[config.mk]
export PLATFORM = sky130hd
export DESIGN_NAME = muldiv_seq
export DESIGN_NICKNAME = d
export VERILOG_FILES = /design/src/rtl/muldiv_seq_pkg.sv /design/src/rtl/muldiv_seq_step.sv /design/src/rtl/muldiv_seq.sv
export SDC_FILE = /design/constraint.sdc
export NUM_CORES = 1
export LEC_CHECK = 0
export ABC_CLOCK_PERIOD_IN_PS = 7800
export CAP_MARGIN = 10
export CORE_MARGIN = 3
export CORE_UTILIZATION = 55
export DETAILED_ROUTE_END_ITERATION = 10
export PLACE_DENSITY = 0.82
export SLEW_MARGIN = 20
export SYNTH_ARGS = -nofsm -noshare
export SYNTH_HDL_FRONTEND = slang
export SYNTH_HIERARCHICAL = 1
export SYNTH_SLANG_ARGS = --single-unit
[constraint.sdc]
create_clock -name clk_i -period 7.8 [get_ports clk_i]
set_input_delay 1.95 -clock clk_i [delete_from_list [all_inputs] [get_ports clk_i]]
set_output_delay 1.95 -clock clk_i [all_outputs]
set_load 0.1 [all_outputs]
[src/rtl/muldiv_seq_pkg.sv]
// muldiv_seq_pkg: shared op encodings, FSM states and XLEN for the sequential mul/div unit.
package muldiv_seq_pkg;
    localparam int XLEN = 32;
    typedef enum logic [2:0] {
        MD_OP_MUL, MD_OP_MULH, MD_OP_MULHSU, MD_OP_MULHU,
        MD_OP_DIV, MD_OP_DIVU, MD_OP_REM, MD_OP_REMU
    } md_op_e;
    typedef enum logic [1:0] {IDLE, BUSY, DONE} state_t;
endpackage

[src/rtl/muldiv_seq_step.sv]
// muldiv_step: one radix-2 iteration, shift-add multiply or (with MULDIV_DIV_EN) restoring divide.
module muldiv_step
    import muldiv_seq_pkg::*;
(
`ifdef MULDIV_DIV_EN
    input  logic            div,
`endif
    input  logic [XLEN-1:0] a,
    input  logic [XLEN-1:0] hi,
    input  logic [XLEN-1:0] lo,
    output logic [XLEN-1:0] hi_n,
    output logic [XLEN-1:0] lo_n
);
    logic [XLEN:0] sum;
    assign sum = {1'b0, hi} + (lo[0] ? {1'b0, a} : '0);
`ifdef MULDIV_DIV_EN
    logic [XLEN:0] sh, diff;
    assign sh   = {hi, lo[XLEN-1]};
    assign diff = sh - {1'b0, a};
    // Borrow out of the trial subtraction means the divisor did not fit.
    assign {hi_n, lo_n} = div ? {diff[XLEN] ? sh[XLEN-1:0] : diff[XLEN-1:0], lo[XLEN-2:0], ~diff[XLEN]}
                              : {sum, lo[XLEN-1:1]};
`else
    assign {hi_n, lo_n} = {sum, lo[XLEN-1:1]};
`endif
endmodule

[src/rtl/muldiv_seq.sv]
// muldiv_seq: 32-step sequential RV32M multiply/divide; divide support only with MULDIV_DIV_EN.
module muldiv_seq
    import muldiv_seq_pkg::*;
(
    input  logic            clk_i,
    input  logic            rst_n_i,
    input  logic            valid_i,
    input  logic [2:0]      op_i,
    input  logic [XLEN-1:0] rs1_i,
    input  logic [XLEN-1:0] rs2_i,
    output logic            ready_o,
    output logic            valid_o,
    input  logic            result_ready_i,
    output logic [XLEN-1:0] result_o,
    output logic            busy_o,
    input  logic            flush_i
);
    state_t state, state_n;
    logic [4:0] cnt;
    logic [2:0] op;
    logic neg, neg_i, s1, s2, accept, bypass;
    logic [XLEN-1:0] a, hi, lo, hi_n, lo_n, m1, m2, bres, fin;
    logic [2*XLEN-1:0] pn;

    assign ready_o = state == IDLE;
    assign valid_o = state == DONE;
    assign busy_o  = state != IDLE;
    assign accept  = valid_i && ready_o && !flush_i;

    assign s1 = (op_i == MD_OP_MULH || op_i == MD_OP_MULHSU || op_i == MD_OP_DIV || op_i == MD_OP_REM) && rs1_i[XLEN-1];
    assign s2 = (op_i == MD_OP_MULH || op_i == MD_OP_DIV || op_i == MD_OP_REM) && rs2_i[XLEN-1];
    assign m1 = s1 ? -rs1_i : rs1_i;
    assign m2 = s2 ? -rs2_i : rs2_i;
    // Remainder takes the dividend's sign; products and quotients take the XOR.
    assign neg_i = op_i == MD_OP_REM ? s1 : s1 ^ s2;
    assign pn = neg ? -{hi_n, lo_n} : {hi_n, lo_n};

`ifdef MULDIV_DIV_EN
    logic dz, ovf;
    assign dz     = op_i[2] && rs2_i == '0;
    assign ovf    = (op_i == MD_OP_DIV || op_i == MD_OP_REM) && rs1_i == 32'h8000_0000 && rs2_i == 32'hFFFF_FFFF;
    assign bypass = dz || ovf;
    assign bres   = dz ? (op_i[1] ? rs1_i : '1) : (op_i[1] ? '0 : 32'h8000_0000);
    assign fin    = op[2] ? (op[1] ? (neg ? -hi_n : hi_n) : (neg ? -lo_n : lo_n))
                          : (op == MD_OP_MUL ? pn[XLEN-1:0] : pn[2*XLEN-1:XLEN]);
    muldiv_step u_step (.div(op[2]), .a(a), .hi(hi), .lo(lo), .hi_n(hi_n), .lo_n(lo_n));
`else
    assign bypass = op_i[2];
    assign bres   = '0;
    assign fin    = op == MD_OP_MUL ? pn[XLEN-1:0] : pn[2*XLEN-1:XLEN];
    muldiv_step u_step (.a(a), .hi(hi), .lo(lo), .hi_n(hi_n), .lo_n(lo_n));
`endif

    always_ff @(posedge clk_i or negedge rst_n_i)
        if (!rst_n_i) state <= IDLE;
        else state <= state_n;

    always_comb begin
        state_n = state;
        case (state)
            IDLE: state_n = accept ? (bypass ? DONE : BUSY) : IDLE;
            BUSY: state_n = cnt == 5'd31 ? DONE : BUSY;
            DONE: state_n = result_ready_i ? IDLE : DONE;
            default: state_n = IDLE;
        endcase
        if (flush_i) state_n = IDLE;
    end

    always_ff @(posedge clk_i or negedge rst_n_i)
        if (!rst_n_i) begin
            cnt      <= '0;
            op       <= '0;
            neg      <= 1'b0;
            a        <= '0;
            hi       <= '0;
            lo       <= '0;
            result_o <= '0;
        end else if (flush_i) begin
            cnt      <= '0;
            result_o <= '0;
        end else if (accept) begin
            cnt <= '0;
            op  <= op_i;
            neg <= neg_i;
            a   <= m2;
            hi  <= '0;
            lo  <= m1;
            if (bypass) result_o <= bres;
        end else if (state == BUSY) begin
            hi  <= hi_n;
            lo  <= lo_n;
            cnt <= cnt + 5'd1;
            if (cnt == 5'd31) result_o <= fin;
        end
endmodule

# Yosys cells after proc, flatten, opt, wreduce, memory -nomap -nowiden
# Index checks and enable logic that the tools add are counted.
[classes] shift=0 bitwise=2 eq_ne=8 add_sub_neg=5 n_mux=24 n_mul=0 n_lt_le_gt_ge=0 n_reduce_logical=19 div=0
[op_table] operator="two-way mux 32 bit" count=13
[op_table] operator="two-way mux 64 bit" count=1
[op_table] operator="negation 32 bit" count=2
[op_table] operator="negation 64 bit" count=1
[op_table] operator="adder 32 x 33 -> 33 bit" count=1
[op_table] operator="two-way mux 5 bit" count=3
[op_table] operator="two-way mux 2 bit" count=5
[op_table] operator="== test 3 bit (second input constant)" count=2
[op_table] operator="case mux 2 bit (3 select lines)" count=1
[op_table] operator="nonzero test 3 bit" count=2
[op_table] operator="adder 5 x 1 -> 5 bit (second input constant)" count=1
[op_table] operator="== test 5 bit (second input constant)" count=1
[op_table] operator="logical OR 1 bit" count=5
[op_table] operator="logical AND 1 bit" count=4
[op_table] operator="AND reduction 2 bit" count=2
[op_table] operator="nonzero test 2 bit" count=2
[op_table] operator="== test 3 x 1 -> 1 bit (second input constant)" count=1
[op_table] operator="== test 3 x 2 -> 1 bit (second input constant)" count=1
[op_table] operator="zero test 3 bit" count=1
[op_table] operator="inequality test 3 bit (second input constant)" count=1
[op_table] operator="AND reduction 3 bit" count=1
[op_table] operator="== test 2 x 1 -> 1 bit (second input constant)" count=1
[op_table] operator="== test 2 bit (second input constant)" count=1
[op_table] operator="zero test 2 bit" count=1
[op_table] operator="other kinds (4)" count=4
[word_totals] latch_bits=0 mem_bits_rw=0 register_bits=139 mem_bits_ro=0 in_bits=72 wordCells=66 memories=0 output_inout_bits=35

# Depth between registers and ports, before layout
[depth] depth_word=9 ltp_mapped=17 ltp_nobuf=16

# Cells and area by module
# The synthesis kept the hierarchy.
[by_module_without_submodules] module="muldiv_seq" area_each_um2=8718.4 seq_area_each_um2=3478.3 n_inst=1 cells_per_inst=1016
[by_module_without_submodules] module="muldiv_step" area_each_um2=2187.1 seq_area_each_um2=0.0 n_inst=1 cells_per_inst=295

# Worst setup path after synthesis
# OpenSTA, ideal clock, no wires.
[synth_timing] kind="register to register" start="register lo[0]" end="register result_o[31]" required_ns=7.706 arrival_ns=4.711 setup_ns=0.094 path_slack_ns=2.995 path_stages_with_launch=18 synth_period_minus_slack_ns=4.805 path_buffers=1 cell_sequence="dfrtp_1 and2_1 ha_1 fa_1 a211o_1 a211oi_2 o31ai_2 a21o_1 a21oi_2 o21ai_1 xor2_1 or4_1 clkbuf_1 nor4_2 or3b_1 or4_1 and3_1 a211oi_1"
[synth_via] elab_chain_len=9
[synth_rtl] item="from (decl)" line_no="muldiv_seq.sv:22" source="logic [XLEN-1:0] a, hi, lo, hi_n, lo_n, m1, m2, bres, fin;"
[synth_rtl] item="from (signal assigned)" line_no="muldiv_seq.sv:87" source="lo <= m1;"
[synth_rtl] item="from (signal assigned)" line_no="muldiv_seq.sv:91" source="lo <= lo_n;"
[synth_rtl] item="two-way mux 32 bit" line_no="muldiv_seq_step.sv:15" source="assign sum = {1'b0, hi} + (lo[0] ? {1'b0, a} : '0);"
[synth_rtl] item="adder 32 x 33 -> 33 bit" line_no="muldiv_seq_step.sv:15"
[synth_rtl] item="via hi_n[17]" line_no="muldiv_seq.sv:22"
[synth_rtl] item="negation 64 bit" line_no="muldiv_seq.sv:36" source="assign pn = neg ? -{hi_n, lo_n} : {hi_n, lo_n};"
[synth_rtl] item="two-way mux 64 bit" line_no="muldiv_seq.sv:36"
[synth_rtl] item="two-way mux 32 bit" line_no="muldiv_seq.sv:50" source="assign fin = op == MD_OP_MUL ? pn[XLEN-1:0] : pn[2*XLEN-1:XLEN];"
[synth_rtl] item="two-way mux 32 bit" line_no="muldiv_seq.sv:93" source="if (cnt == 5'd31) result_o <= fin;"
[synth_rtl] item="two-way mux 32 bit" line_no="muldiv_seq.sv:89" source="end else if (state == BUSY) begin"
[synth_rtl] item="two-way mux 32 bit" line_no="muldiv_seq.sv:81" source="end else if (accept) begin"
[synth_rtl] item="two-way mux 32 bit" line_no="muldiv_seq.sv:78" source="end else if (flush_i) begin"
[synth_rtl] item="to (signal assigned)" line_no="muldiv_seq.sv:88" source="if (bypass) result_o <= bres;"
[synth_rtl] item="to (signal assigned)" line_no="muldiv_seq.sv:93"
[synth_rtl] item="to (decl)" line_no="muldiv_seq.sv:14" source="output logic [XLEN-1:0] result_o,"
# The timed path passes the listed nets, and every way through them passes these cells. The select of a mux whose other input is x is not followed.
# A chain may end at the register's enable or synchronous reset.

# Worst setup path in the final report
# Same ends and word-level chain as after synthesis.

==> metrics.txt <==
# TYPE chip_impl_metric gauge
chip_impl_metric{name="dpl.hpwl",unit="um"} 23000
chip_impl_metric{name="maximum_number_of_pins_on_one_net_before_global_route_repair",unit=""} 111
chip_impl_metric{name="detailroute.via_count",unit=""} 10400
chip_impl_info{name="hp-class",value="reg -> reg"} 1
chip_impl_metric{name="timing.final.max_slew_violations",unit=""} 0
chip_impl_metric{name="crit_path_max_fanout",unit=""} 33
chip_impl_metric{name="detail-route-antenna-nets",unit=""} 0
chip_impl_metric{name="cellPowerDensity",unit="nW/um^2"} 232
chip_impl_metric{name="max-cap-violations",unit=""} 0
chip_impl_metric{name="power_switching",unit="mW"} 1.17
chip_impl_metric{name="worst_ir_drop_vdd",unit="V"} 0.000196
chip_impl_info{name="netlist_top_cells_count",value="157 x sky130_fd_sc_hd__nand2_1, 139 x sky130_fd_sc_hd__dfrtp_1, 88 x sky130_fd_sc_hd__o21ai_0, 81 x sky130_fd_sc_hd__nor2_1, 79 x sky130_fd_sc_hd__a21oi_1"} 1
chip_impl_metric{name="n_antenna_cell",unit=""} 0
chip_impl_metric{name="post-route-min-period",unit="ps"} 5650
chip_impl_metric{name="cts.repair_timing.setup_buffer_count",unit=""} 0
chip_impl_info{name="setup.worst_path.class",value="reg -> reg"} 1
chip_impl_info{name="cpMostUsedCell",value="sky130_fd_sc_hd__or4_1"} 1
chip_impl_metric{name="synth.avg_cell_area",unit="um^2"} 8.32
chip_impl_metric{name="avgViaCountPerCell",unit=""} 6.44
chip_impl_info{name="rsz0062_at_grt",value="false"} 1
chip_impl_metric{name="synthArstFlopShare",unit="%"} 100
chip_impl_info{name="tritoncts",value="done"} 1
chip_impl_metric{name="grt_first_pass_wirelength",unit="um"} 50800
chip_impl_metric{name="critical_path.max_stage_delay",unit="ps"} 650
chip_impl_metric{name="post-route-drc-count",unit=""} 0
chip_impl_metric{name="final_nets",unit=""} 1455
chip_impl_metric{name="hold_ws",unit="ps"} 477
chip_impl_info{name="synth_top_flop_cell",value="sky130_fd_sc_hd__dfrtp_1"} 1
chip_impl_metric{name="h_tree_depth",unit=""} 4
chip_impl_metric{name="buffer_ports.inserted",unit=""} 106
chip_impl_metric{name="clock_path_buffers",unit=""} 2
chip_impl_metric{name="combinationalPowerShare",unit="%"} 36.1
chip_impl_metric{name="hold_viol_final",unit=""} 0
chip_impl_metric{name="synthDistinctLibCells",unit=""} 79
chip_impl_metric{name="cell_internal_pwr",unit="mW"} 1.74
chip_impl_metric{name="cts_repair_resize_count",unit=""} 0
chip_impl_metric{name="cp.buffers_inverters",unit=""} 0
chip_impl_metric{name="pwr-share-clk",unit="%"} 30.2
chip_impl_metric{name="clock_transition_time_at_the_flip_flop_clock_pins_of_the_worst_setup_and_hold_paths",unit="ps"} 70
chip_impl_metric{name="tightest_pin_transition",unit="ps"} 1080
chip_impl_info{name="crit_slowest_cell",value="sky130_fd_sc_hd__dfrtp_1"} 1
chip_impl_metric{name="antenna_violations_before_repair",unit=""} 0
chip_impl_metric{name="syn_inst",unit=""} 1311
chip_impl_metric{name="worstPathRequired",unit="ps"} 8100
chip_impl_metric{name="ios",unit=""} 107
chip_impl_metric{name="totalNegativeSetupSlack",unit="ps"} 0
chip_impl_metric{name="wl_per_cell",unit="um"} 19.2
chip_impl_metric{name="full_die_area",unit="um^2"} 21600
chip_impl_metric{name="post-route-period-util",unit="%"} 72.4
chip_impl_metric{name="synth_enable_flop_cells",unit=""} 0
chip_impl_metric{name="fill_cells",unit=""} 1577
chip_impl_metric{name="post_cts_hold_buffer_count",unit=""} 0
chip_impl_metric{name="die_span_in_x",unit="um"} 147
chip_impl_metric{name="timing.slew.headroom",unit="%"} 27.5
chip_impl_metric{name="design.core.area",unit="um^2"} 19100
chip_impl_info{name="synthMostInstantiatedCell",value="sky130_fd_sc_hd__nand2_1"} 1
chip_impl_info{name="synth.largest_area_cell",value="sky130_fd_sc_hd__dfrtp_1"} 1
chip_impl_metric{name="tritoncts_num_sinks",unit=""} 139
chip_impl_metric{name="initial_core_util",unit="%"} 57.2
chip_impl_metric{name="total_leakage_power",unit="nW"} 5.35
chip_impl_info{name="leading_post_synthesis_cells_by_cell_area",value="sky130_fd_sc_hd__dfrtp_1 32%, sky130_fd_sc_hd__xnor2_1 5.8%, sky130_fd_sc_hd__nand2_1 5.4%, sky130_fd_sc_hd__xor2_1 5.1%, sky130_fd_sc_hd__ha_1 4.2%"} 1
chip_impl_info{name="startpoint_class_of_the_critical_path",value="flop"} 1
chip_impl_metric{name="finalPower",unit="mW"} 2.91
chip_impl_info{name="critical-path-top-delay-family",value="simple AND/OR/NAND/NOR gates"} 1
chip_impl_metric{name="synth_largest_type_area_fraction",unit="%"} 31.9
chip_impl_metric{name="power.share.sequential",unit="%"} 33.7
chip_impl_metric{name="cell_area_after_technology_mapping",unit="um^2"} 10900
chip_impl_metric{name="grt_overflow_total",unit=""} 0
chip_impl_metric{name="crit_arrival",unit="ps"} 5940
chip_impl_metric{name="power.switching_fraction",unit="%"} 40.2
chip_impl_metric{name="syn2layout_area_growth",unit="%"} 14.7
chip_impl_metric{name="synth_seq_cells",unit=""} 139
chip_impl_info{name="clk_root_buffer_cell",value="sky130_fd_sc_hd__clkbuf_16"} 1
chip_impl_metric{name="clock_skew",unit="ps"} 7.27
chip_impl_metric{name="cts-buffers-inserted",unit=""} 17
chip_impl_metric{name="drive_gt1_share",unit="%"} 6.33
chip_impl_metric{name="drt_iter0_markers",unit=""} 1198
chip_impl_metric{name="number_of_global_route_vias_before_repair",unit=""} 9777
chip_impl_metric{name="gr-usage-all-layers",unit="%"} 28.6
chip_impl_metric{name="achievable-frequency",unit="MHz"} 177
chip_impl_metric{name="core.rowCount",unit=""} 50
chip_impl_metric{name="synth_warnings",unit=""} 6
chip_impl_metric{name="detailedRoute.firstPassIterationCount",unit=""} 7
chip_impl_metric{name="routabilityCongestion",unit=""} 0.990
chip_impl_metric{name="die_y",unit="um"} 147
chip_impl_metric{name="synth.net_count",unit=""} 1421
chip_impl_info{name="crit_path_end_kind",value="flop"} 1
chip_impl_metric{name="worst_skew_pair.late_latency",unit="ps"} 430
chip_impl_info{name="cp_cell_sequence",value="and2_1, ha_1, fa_1, a211o_1, a211oi_2, o31ai_2, a21o_1, a21oi_2, o21ai_1, xor2_1, or4_1, nor4_2, or3b_1, or4_1, nor4b_1, a211oi_1"} 1
chip_impl_metric{name="synth-seq-area-share",unit="%"} 31.9
chip_impl_info{name="run_status",value="finished clean"} 1
chip_impl_metric{name="postRouteWirelength",unit="um"} 31100
chip_impl_metric{name="setup_violations",unit=""} 0
## layout by cell type (no fill, tap or decap), drive strengths merged, types with 5 or more instances in the layout
| cell | instances |
|---|---|
| nand2b | 7 |
| a31oi | 33 |
| ha | 37 |
| nand4 | 9 |
| a22oi | 23 |
| nand3b | 5 |
| clkbuf | 17 |
| a21o | 23 |
| o21bai | 5 |
| o21ai | 97 |
| a21oi | 81 |
| nor2b | 6 |
| o211ai | 8 |
| dfrtp | 139 |
| or4 | 29 |
| or2 | 7 |
| nand2 | 158 |
| nor4 | 16 |
| inv | 33 |
| a22o | 34 |
| and3 | 16 |
| xor2 | 64 |
| or3 | 19 |
| buf | 12 |
| o41ai | 18 |
| clkdlybuf4s50 | 105 |
| nor2 | 81 |
| o31ai | 27 |
| xnor2 | 72 |
| nand3 | 24 |
| o21a | 7 |
| and2 | 34 |
| a211oi | 7 |
| nor3 | 37 |
## cell type report
class,instances,area (um^2),area share (%)
clock buffers,17,425,3.40
clock inverters,15,205,1.64
inverters,26,97.6,0.780
multi-input cells,1044,6840,54.6
flip-flops and latches,139,3480,27.8
well taps,260,325,2.60
repair buffers,117,1140,9.15
## stage by stage
| step | cells | utilization (%) | cell area [um^2] | worst slack (ps) |
|---|---|---|---|---|
| floorplan | 1311 | - | 10900 | 3000 |
| global placement | 1586 | 62.3 | 11900 | 2400 |
| detailed placement | 1586 | 62.3 | 11900 | 2250 |
| CTS | 1618 | 65.6 | 12500 | 2210 |
| global route | 1618 | 65.6 | 12500 | 1810 |
| finish | 1618 | 65.6 | 12500 | 2150 |
## layer usage
metal  vias up  share of wire, %  GRT usage [%]
met3        61               7.8           5.55
met4         0               2.9           9.17
li1       4846                 -              -
met2       505                45           44.0
met5         -                 0              0
met1      5011                45           40.7
## registers in the layout, indices dropped and copies added, names as in the netlist
signal    count
result_o     32
cnt           5
neg           1
lo           32
a            32
state         2
op            3
hi           32
## path summary, 6_finish.rpt
kind,start,slack [ps],depth (start not counted),end
min in group asynchronous,rst_n_i,1550,1,lo[8]
max in group asynchronous,rst_n_i,4970,2,hi[26]
hold / removal,a[2],480,2,a[2]
setup reg to reg,lo[0],2150,16,result_o[31]
hold reg to reg,a[2],480,2,a[2]
setup / recovery,lo[0],2150,16,result_o[31]
## kinds of logic (layout without fill, tap and decap cells)
family	Yosys count	after routing	share of synthesized area [%]
and+or+nand+nor	464	464	21.6
AOI/OAI and AO/OA	400	400	24.9
xor gates and xnor gates	136	136	10.9
buffers and inverters	128	175	5.66
adders and majority gates	38	38	4.43
DFF	139	139	31.9
muxes	6	6	0.597
## tightest hold or removal path: stages, from the launching register on
cell and delay (ps):
sky130_fd_sc_hd__dfrtp_1 340, sky130_fd_sc_hd__nand2_1 40, sky130_fd_sc_hd__o21ai_0 60
## power groups by stage
| stage | Sequential [mW] | Combinational, mW | Clock, mW |
|---|---|---|---|
| floorplan | 0.882 | 0.853 | 0 |
| global placement | 0.981 | 1.00 | 0 |
| detailed placement | 0.986 | 1.02 | 0 |
| CTS | 0.973 | 1.03 | 0.881 |
| global route | 0.996 | 1.14 | 0.913 |
| finish | 0.981 | 1.05 | 0.878 |
Note: power is estimated with default switching activity, not from simulation.
